File: src/rtl/m68k_bus_arbiter_if.sv
// ---------------------------------------------------------------------------
// m68k_bus_arbiter_if
// Bundles the 68000 bus-arbitration pins and the cycle-engine handshake that
// surround m68k_bus_arbiter.
//   M68K_BR_n, M68K_BGACK_n : external master request / acknowledge (async)
//   cyc_busy                : cycle engine is inside S1..S7 of a bridge cycle
//   wdog_clr                : one-clock pulse clearing ext_wdog
//   M68K_BG_n               : bus grant to the external master
//   bus_free                : cycle engine may start a new cycle
//   drive_en                : bridge address/data/strobe drivers enabled
//   arb_state               : arbiter state for the status register
//   ext_wdog                : sticky "external master held the bus too long"
// Modports:
//   master : the environment (external pins + cycle engine side)
//   slave  : the arbiter itself
// Handshake: the cycle engine may raise cyc_busy only on a clock where it
// sampled bus_free=1; the arbiter never asserts grant while cyc_busy=1.
// ---------------------------------------------------------------------------
interface m68k_bus_arbiter_if;
    logic       M68K_BR_n;
    logic       M68K_BGACK_n;
    logic       cyc_busy;
    logic       wdog_clr;
    logic       M68K_BG_n;
    logic       bus_free;
    logic       drive_en;
    logic [2:0] arb_state;
    logic       ext_wdog;

    modport master (
        output M68K_BR_n, M68K_BGACK_n, cyc_busy, wdog_clr,
        input  M68K_BG_n, bus_free, drive_en, arb_state, ext_wdog
    );

    modport slave (
        input  M68K_BR_n, M68K_BGACK_n, cyc_busy, wdog_clr,
        output M68K_BG_n, bus_free, drive_en, arb_state, ext_wdog
    );
endinterface

File: src/rtl/m68k_bus_arbiter.sv
// ---------------------------------------------------------------------------
// m68k_bus_arbiter
// 68000-side bus arbitration: synchronises BR_n/BGACK_n, answers with BG_n,
// gates the bridge cycle engine and releases the bridge drivers while an
// external master owns the bus. A watchdog flags long external ownership.
// Ports:
//   M68K_CLK     : CPU clock, all logic on the rising edge
//   M68K_RESET_n : asynchronous active-low reset
//   bus          : m68k_bus_arbiter_if.slave (pins + cycle-engine handshake)
// Parameters:
//   SYNC_STAGES  : synchroniser depth, 2..3
//   TURNAROUND   : clocks drivers stay released after reclaim, 1..15
//   WDOG_W       : external-ownership watchdog counter width
// ---------------------------------------------------------------------------
module m68k_bus_arbiter #(
    parameter int SYNC_STAGES = 2,
    parameter int TURNAROUND  = 2,
    parameter int WDOG_W      = 16
) (
    input  logic                M68K_CLK,
    input  logic                M68K_RESET_n,
    m68k_bus_arbiter_if.slave   bus
);

    typedef enum logic [2:0] {
        ST_OWN     = 3'd0,
        ST_PEND    = 3'd1,
        ST_GRANTED = 3'd2,
        ST_EXT     = 3'd3,
        ST_RECLAIM = 3'd4
    } arb_state_e;

    localparam logic [3:0]        TA_LAST   = 4'(TURNAROUND - 1);
    localparam logic [WDOG_W-1:0] WDOG_MAX  = '1;
    localparam logic [WDOG_W-1:0] WDOG_PRE  = {{(WDOG_W-1){1'b1}}, 1'b0};
    localparam logic [WDOG_W-1:0] WDOG_ONE  = {{(WDOG_W-1){1'b0}}, 1'b1};

    logic [SYNC_STAGES-1:0] r_br_sync;
    logic [SYNC_STAGES-1:0] r_bgack_sync;
    arb_state_e             r_state;
    arb_state_e             w_state_nxt;
    logic [3:0]             r_ta_cnt;
    logic [WDOG_W-1:0]      r_wdog_cnt;
    logic                   r_ext_wdog;
    logic                   r_bg_n;
    logic                   r_drive_en;
    logic                   r_bus_free;
    logic                   w_br;
    logic                   w_bgack;
    logic                   w_br_nxt;
    arb_state_e             w_grant_tgt;

    // Synchronisers hold the active-high sense, so 0 means "not asserted".
    always_ff @(posedge M68K_CLK or negedge M68K_RESET_n) begin
        if (!M68K_RESET_n) begin
            r_br_sync    <= '0;
            r_bgack_sync <= '0;
        end else begin
            r_br_sync    <= {r_br_sync[SYNC_STAGES-2:0], ~bus.M68K_BR_n};
            r_bgack_sync <= {r_bgack_sync[SYNC_STAGES-2:0], ~bus.M68K_BGACK_n};
        end
    end

    assign w_br     = r_br_sync[SYNC_STAGES-1];
    assign w_bgack  = r_bgack_sync[SYNC_STAGES-1];
    // Value w_br takes after this edge; lets bus_free be registered without
    // adding a clock of latency.
    assign w_br_nxt = r_br_sync[SYNC_STAGES-2];

    // Any grant request is deferred to PEND while a bridge cycle is running.
    assign w_grant_tgt = bus.cyc_busy ? ST_PEND : ST_GRANTED;

    always_comb begin
        w_state_nxt = r_state;
        case (r_state)
            ST_OWN: begin
                if (w_br) w_state_nxt = w_grant_tgt;
            end
            ST_PEND: begin
                if (!bus.cyc_busy) w_state_nxt = ST_GRANTED;
            end
            ST_GRANTED: begin
                if (w_bgack)   w_state_nxt = ST_EXT;
                else if (!w_br) w_state_nxt = ST_RECLAIM;
            end
            ST_EXT: begin
                if (!w_bgack) w_state_nxt = w_br ? w_grant_tgt : ST_RECLAIM;
            end
            ST_RECLAIM: begin
                if (w_br)                     w_state_nxt = w_grant_tgt;
                else if (r_ta_cnt == TA_LAST) w_state_nxt = ST_OWN;
            end
            default: w_state_nxt = ST_OWN;
        endcase
    end

    always_ff @(posedge M68K_CLK or negedge M68K_RESET_n) begin
        if (!M68K_RESET_n) begin
            r_state    <= ST_OWN;
            r_ta_cnt   <= '0;
            r_wdog_cnt <= '0;
            r_ext_wdog <= 1'b0;
            r_bg_n     <= 1'b1;
            r_drive_en <= 1'b1;
            r_bus_free <= 1'b1;
        end else begin
            r_state <= w_state_nxt;

            // Turnaround counter only runs while staying in RECLAIM.
            if (r_state == ST_RECLAIM && w_state_nxt == ST_RECLAIM)
                r_ta_cnt <= r_ta_cnt + 4'd1;
            else
                r_ta_cnt <= '0;

            // Held at zero outside EXT, so every entry starts from zero.
            if (r_state == ST_EXT) begin
                if (r_wdog_cnt != WDOG_MAX) r_wdog_cnt <= r_wdog_cnt + WDOG_ONE;
            end else begin
                r_wdog_cnt <= '0;
            end

            if (bus.wdog_clr)
                r_ext_wdog <= 1'b0;
            else if (r_state == ST_EXT && r_wdog_cnt == WDOG_PRE)
                r_ext_wdog <= 1'b1;

            r_bg_n     <= (w_state_nxt != ST_GRANTED);
            r_drive_en <= (w_state_nxt == ST_OWN) || (w_state_nxt == ST_PEND);
            r_bus_free <= (w_state_nxt == ST_OWN) && !w_br_nxt;
        end
    end

    assign bus.M68K_BG_n = r_bg_n;
    assign bus.drive_en  = r_drive_en;
    assign bus.bus_free  = r_bus_free;
    assign bus.arb_state = r_state;
    assign bus.ext_wdog  = r_ext_wdog;

endmodule

File: src/flat_wrapper.sv
// flat-port wrapper written by rule: the top's interface ports become plain ports
module m68k_bus_arbiter_flat 
#(
    parameter int SYNC_STAGES = 2,
    parameter int TURNAROUND  = 2,
    parameter int WDOG_W      = 16
)
  (M68K_CLK, M68K_RESET_n, bus_M68K_BR_n, bus_M68K_BGACK_n, bus_cyc_busy, bus_wdog_clr, bus_M68K_BG_n, bus_bus_free, bus_drive_en, bus_arb_state, bus_ext_wdog);
  m68k_bus_arbiter_if bus_i ();
  input  logic M68K_CLK;
  input  logic M68K_RESET_n;
  input wire logic [$bits(bus_i.M68K_BR_n)-1:0] bus_M68K_BR_n;
  input wire logic [$bits(bus_i.M68K_BGACK_n)-1:0] bus_M68K_BGACK_n;
  input wire logic [$bits(bus_i.cyc_busy)-1:0] bus_cyc_busy;
  input wire logic [$bits(bus_i.wdog_clr)-1:0] bus_wdog_clr;
  output wire logic [$bits(bus_i.M68K_BG_n)-1:0] bus_M68K_BG_n;
  output wire logic [$bits(bus_i.bus_free)-1:0] bus_bus_free;
  output wire logic [$bits(bus_i.drive_en)-1:0] bus_drive_en;
  output wire logic [$bits(bus_i.arb_state)-1:0] bus_arb_state;
  output wire logic [$bits(bus_i.ext_wdog)-1:0] bus_ext_wdog;
  assign bus_i.M68K_BR_n = bus_M68K_BR_n;
  assign bus_i.M68K_BGACK_n = bus_M68K_BGACK_n;
  assign bus_i.cyc_busy = bus_cyc_busy;
  assign bus_i.wdog_clr = bus_wdog_clr;
  assign bus_M68K_BG_n = bus_i.M68K_BG_n;
  assign bus_bus_free = bus_i.bus_free;
  assign bus_drive_en = bus_i.drive_en;
  assign bus_arb_state = bus_i.arb_state;
  assign bus_ext_wdog = bus_i.ext_wdog;
  m68k_bus_arbiter #(.SYNC_STAGES(SYNC_STAGES), .TURNAROUND(TURNAROUND), .WDOG_W(WDOG_W)) u_core (.M68K_CLK(M68K_CLK), .M68K_RESET_n(M68K_RESET_n), .bus(bus_i));
endmodule
File: config.mk
export PLATFORM = sky130hd
export DESIGN_NAME = m68k_bus_arbiter_flat
export DESIGN_NICKNAME = d
export VERILOG_FILES = /design/src/rtl/m68k_bus_arbiter_if.sv /design/src/rtl/m68k_bus_arbiter.sv /design/src/flat_wrapper.sv
export SDC_FILE = /design/constraint.sdc
export NUM_CORES = 1
export LEC_CHECK = 0
export BUFFER_PORTS_ARGS = -buffer_cell sky130_fd_sc_hd__buf_2
export CORE_MARGIN = 2
export CORE_UTILIZATION = 57
export CTS_CLUSTER_SIZE = 25
export DETAILED_ROUTE_END_ITERATION = 12
export GPL_ROUTABILITY_DRIVEN = 0
export PLACE_DENSITY = 0.81
export SLEW_MARGIN = 0
export SYNTH_ARGS = -nofsm -noshare
export SYNTH_HDL_FRONTEND = slang
export SYNTH_SLANG_ARGS = --single-unit
File: constraint.sdc
create_clock -name M68K_CLK -period 2.27 [get_ports M68K_CLK]
set_clock_uncertainty 0.15 [all_clocks]
set_input_delay 0.3405 -clock M68K_CLK [delete_from_list [all_inputs] [get_ports M68K_CLK]]
set_output_delay 0.3405 -clock M68K_CLK [all_outputs]
set_load 0.005 [all_outputs]
==> qor.txt <==
Post-synth EDFFs -> 0
DRT Pass-1 Iters -> 4
hpwl dp -> 1994 microns
Critical Path RT -> 2.34 ns
vias in the first global route -> 1075
maxcap violations -> 0
total wire length -> 2831 microns
Post-Synth Adder-Cell Area -> 3.378%
peak per-stage delay on the critical path -> 0.57 ns
internal power -> 0.001090 W
max_slew headroom -> 55.05%
Die X -> 54.98 microns
fin worst setup slack -> 0.2251 ns
CTS tree -> built
Final nets -> 174
Sw Ratio -> 27.29%
Area contributors post-synth -> dfrtp_1 (47%), dfstp_2 (5.3%), nor2_1 (3.8%)
Synth Flop Type -> dfrtp_1
setup tns final -> 0 ns
initial antenna violation count -> 0
combinational share of power -> 19.2%
vias -> 1193
Worst-path clk slew -> 0.10 ns
Clk pwr share -> 35.8%
Clock Sink Count -> 31
die height -> 54.98 microns
final std cells w/o fill -> 195
Reg2Reg Setup Slack -> 0.23 ns
Synth cell types -> 40
unrepaired setup endpoints after global routing -> false
GRT Overall Usage -> 22.66%
H-tree depth -> 2
Cell Area, Synth -> 1481 sq um
Worst VDD drop -> 0.7196 mV
FFs w/ async S/R, synth -> 100.0%
first-pass GRT wire length -> 4643 microns
ant diodes -> 0
CP endpoint kind -> register
mux cell area share after synthesis -> 1.351%
Worst setup SP type -> register
hold crit path type -> in2reg
Residual DRC -> 0
IO Port Bufs -> 12
Syn Nets -> 152
crit share post-route -> 90.08%
CTS Buf Count -> 5
Starting Density -> 59.80%
hold path depth -> 2
CP max-delay cell -> a2111oi_0
Fmax -> 0.4890 GHz
Yosys top cell by area -> dfrtp_1
area occupied by multi-input gates -> 663.1 sq um
Filler cells -> 203
Crit Path Class -> reg2reg
Hold Fails Final Rpt -> 0
1st-iter DRT viols -> 51
Leak -> 0.7394 nW
simple-gate share of the synthesized area -> 22.30%
Setup Fix Bufs, Post-CTS -> 0
Longest Clk Path Bufs -> 2
GR Overflow Total -> 0
PwrDens -> 872.1 nW/um^2
Syn Area/Cell -> 10.43 sq um
CTS Root Cell -> clkbuf_4
# placed instances -> 183
count of pins over their slew limit -> 0
crit-path cells -> ha_1, nand4_1, a2111oi_0, xnor2_1, nor2_1
Synth Area in Compound Gates -> 15.37%
Synth Area in XOR/XNOR -> 2.365%
Synth top area share -> 47.30%
I/O pins -> 13
Net Sw Power -> 0.0004091 W
largest family of logic cells by synthesized area -> simple AND/OR/NAND/NOR gates
setup slack at placement -> 0.2715 ns
yosys warns -> 0
Die ar. -> 3023 sq um
clk_lat worst skew -> 0.34 ns
FF+latch area -> 779.5 sq um
Seq cells post-synth -> 31
post-CTS sizing -> 0
outcome -> finished clean
Seq/Total Area, Yosys -> 52.62%
share of cells above drive strength 1 -> 15.76%
crit path DAT -> 2.12 ns
worst-margin pin slew -> 0.6742 ns
largest fanout on the critical path -> 7
sequential power share -> 44.9%
WL per Instance -> 14.52 microns
Detail Route Antenna Nets -> 0
minimum clock period -> 2.045 ns
R2R cell count -> 5
area grow syn2layout -> 16.05%
core footprint -> 2477 sq um
Final setup violation count -> 0
Synth Instances -> 142
row count -> 18
largest net degree at the start of global routing -> 32
routed vias/inst -> 6.118
## registers in the layout (all words and copies together), names as in the netlist
signal and cells:
u_core.bus.arb_state 3, u_core.r_bgack_sync 2, u_core.bus.bus_free 1, u_core.r_ta_cnt 4
u_core.bus.drive_en 1, u_core.bus.M68K_BG_n 1, u_core.r_wdog_cnt 16, u_core.r_br_sync 2
u_core.bus.ext_wdog 1
## placed cells by master, fill, tap and decap left out, types with 4 or more instances in the layout
cell and n:
nand2b_1 4, nand3_1 5, or3_1 5, buf_2 12
ha_1 4, clkbuf_4 5, nor2_1 15, a21oi_1 8
nand2_1 8, o21ai_0 7, dlygate4sd3_1 4, dfrtp_1 28
nand4_1 4, inv_1 8
## critical path: cells and delay by family (launching register included)
kind	cells	cell delay, ns
adder cells (fa/ha/maj)	1	0.30
AND/OR/NAND/NOR	2	0.33
AO/OA/AOI/OAI	1	0.57
XOR/XNOR	1	0.19
flip-flops	1	0.40
## synthesized netlist by cell type, types with 2 or more instances
master     n
o311ai_0   3
nand4_1    4
nand2_1    8
dfrtp_1   28
mux2i_1    2
inv_1      8
nand3_1    5
nand2b_1   4
nor2_1    15
and3_1     3
a31oi_1    3
nor2b_1    3
dfstp_2    3
a21oi_1    8
ha_1       4
o41ai_1    2
and2_1     2
a211oi_1   3
o21ai_0    7
or3_1      5
xnor2_1    3
## metrics by stage
step	power (W)	instance area, sq um	utilization [%]	hold slack (ns)
after floorplan	0.0008506	1481	-	-0.1051
after global placement	0.0009511	1578	63.69	0.1867
after detailed placement	0.0009696	1578	63.69	0.1975
after CTS	0.001504	1719	69.39	0.1558
after global routing	0.001575	1719	69.39	0.1446
final	0.001499	1719	69.39	0.1566
## final cells by class
| type | count | area share, % |
|---|---|---|
| inverters | 8 | 1.747 |
| flip-flops and latches | 31 | 45.34 |
| multi-input cells | 101 | 38.57 |
| repair buffers | 17 | 6.259 |
| clock inverters | 2 | 3.493 |
| clock buffers | 6 | 2.402 |
| well taps | 30 | 2.183 |
## final timing paths
| kind | start | endpoint |
|---|---|---|
| max in group asynchronous | M68K_RESET_n | u_core.r_ta_cnt[3] |
| max reg2reg | u_core.r_wdog_cnt[1] | u_core.r_wdog_cnt[10] |
| min reg2reg | u_core.r_bgack_sync[0] | u_core.r_bgack_sync[1] |
| min in group asynchronous | M68K_RESET_n | u_core.bus.arb_state[2] |
| max | u_core.r_wdog_cnt[1] | u_core.r_wdog_cnt[10] |
| min | bus_cyc_busy | u_core.bus.arb_state[0] |
## what timing repair did
| item | CTS | global route |
|---|---|---|
| hold buffers | 4 | 0 |
| endpoints found under the hold margin | 31 | 0 |
| endpoints found under the setup margin | 0 | 0 |
## cells by family after synthesis
logic type,after synthesis
buffers and inverters,10
AND/OR/NAND/NOR,57
flip-flops,31
adder cells (fa/ha/maj),4
AO/OA/AOI/OAI,34
XOR/XNOR,4
multiplexers,2
## power by group through the flow
stage | clock network (W) | registers, W | logic (W)
after detailed placement | 0 | 0.000683 | 0.000286
after floorplan | 0 | 0.000681 | 0.000169
after global routing | 0.000570 | 0.000683 | 0.000322
after CTS | 0.000539 | 0.000674 | 0.000292
after global placement | 0 | 0.000679 | 0.000272
final | 0.000537 | 0.000674 | 0.000288
## per-layer routing
layer	wire, microns	GRT usage (%)	share of wire (%)	up-vias
li1	-	-	-	562
met1	1253	26.77	44	585
met2	1403	38.49	50	40
met3	144	8.871	5.1	6
met4	30	6.098	1.1	0
met5	0	0	0	-
No activity file was read; power rests on OpenSTA's default activity.
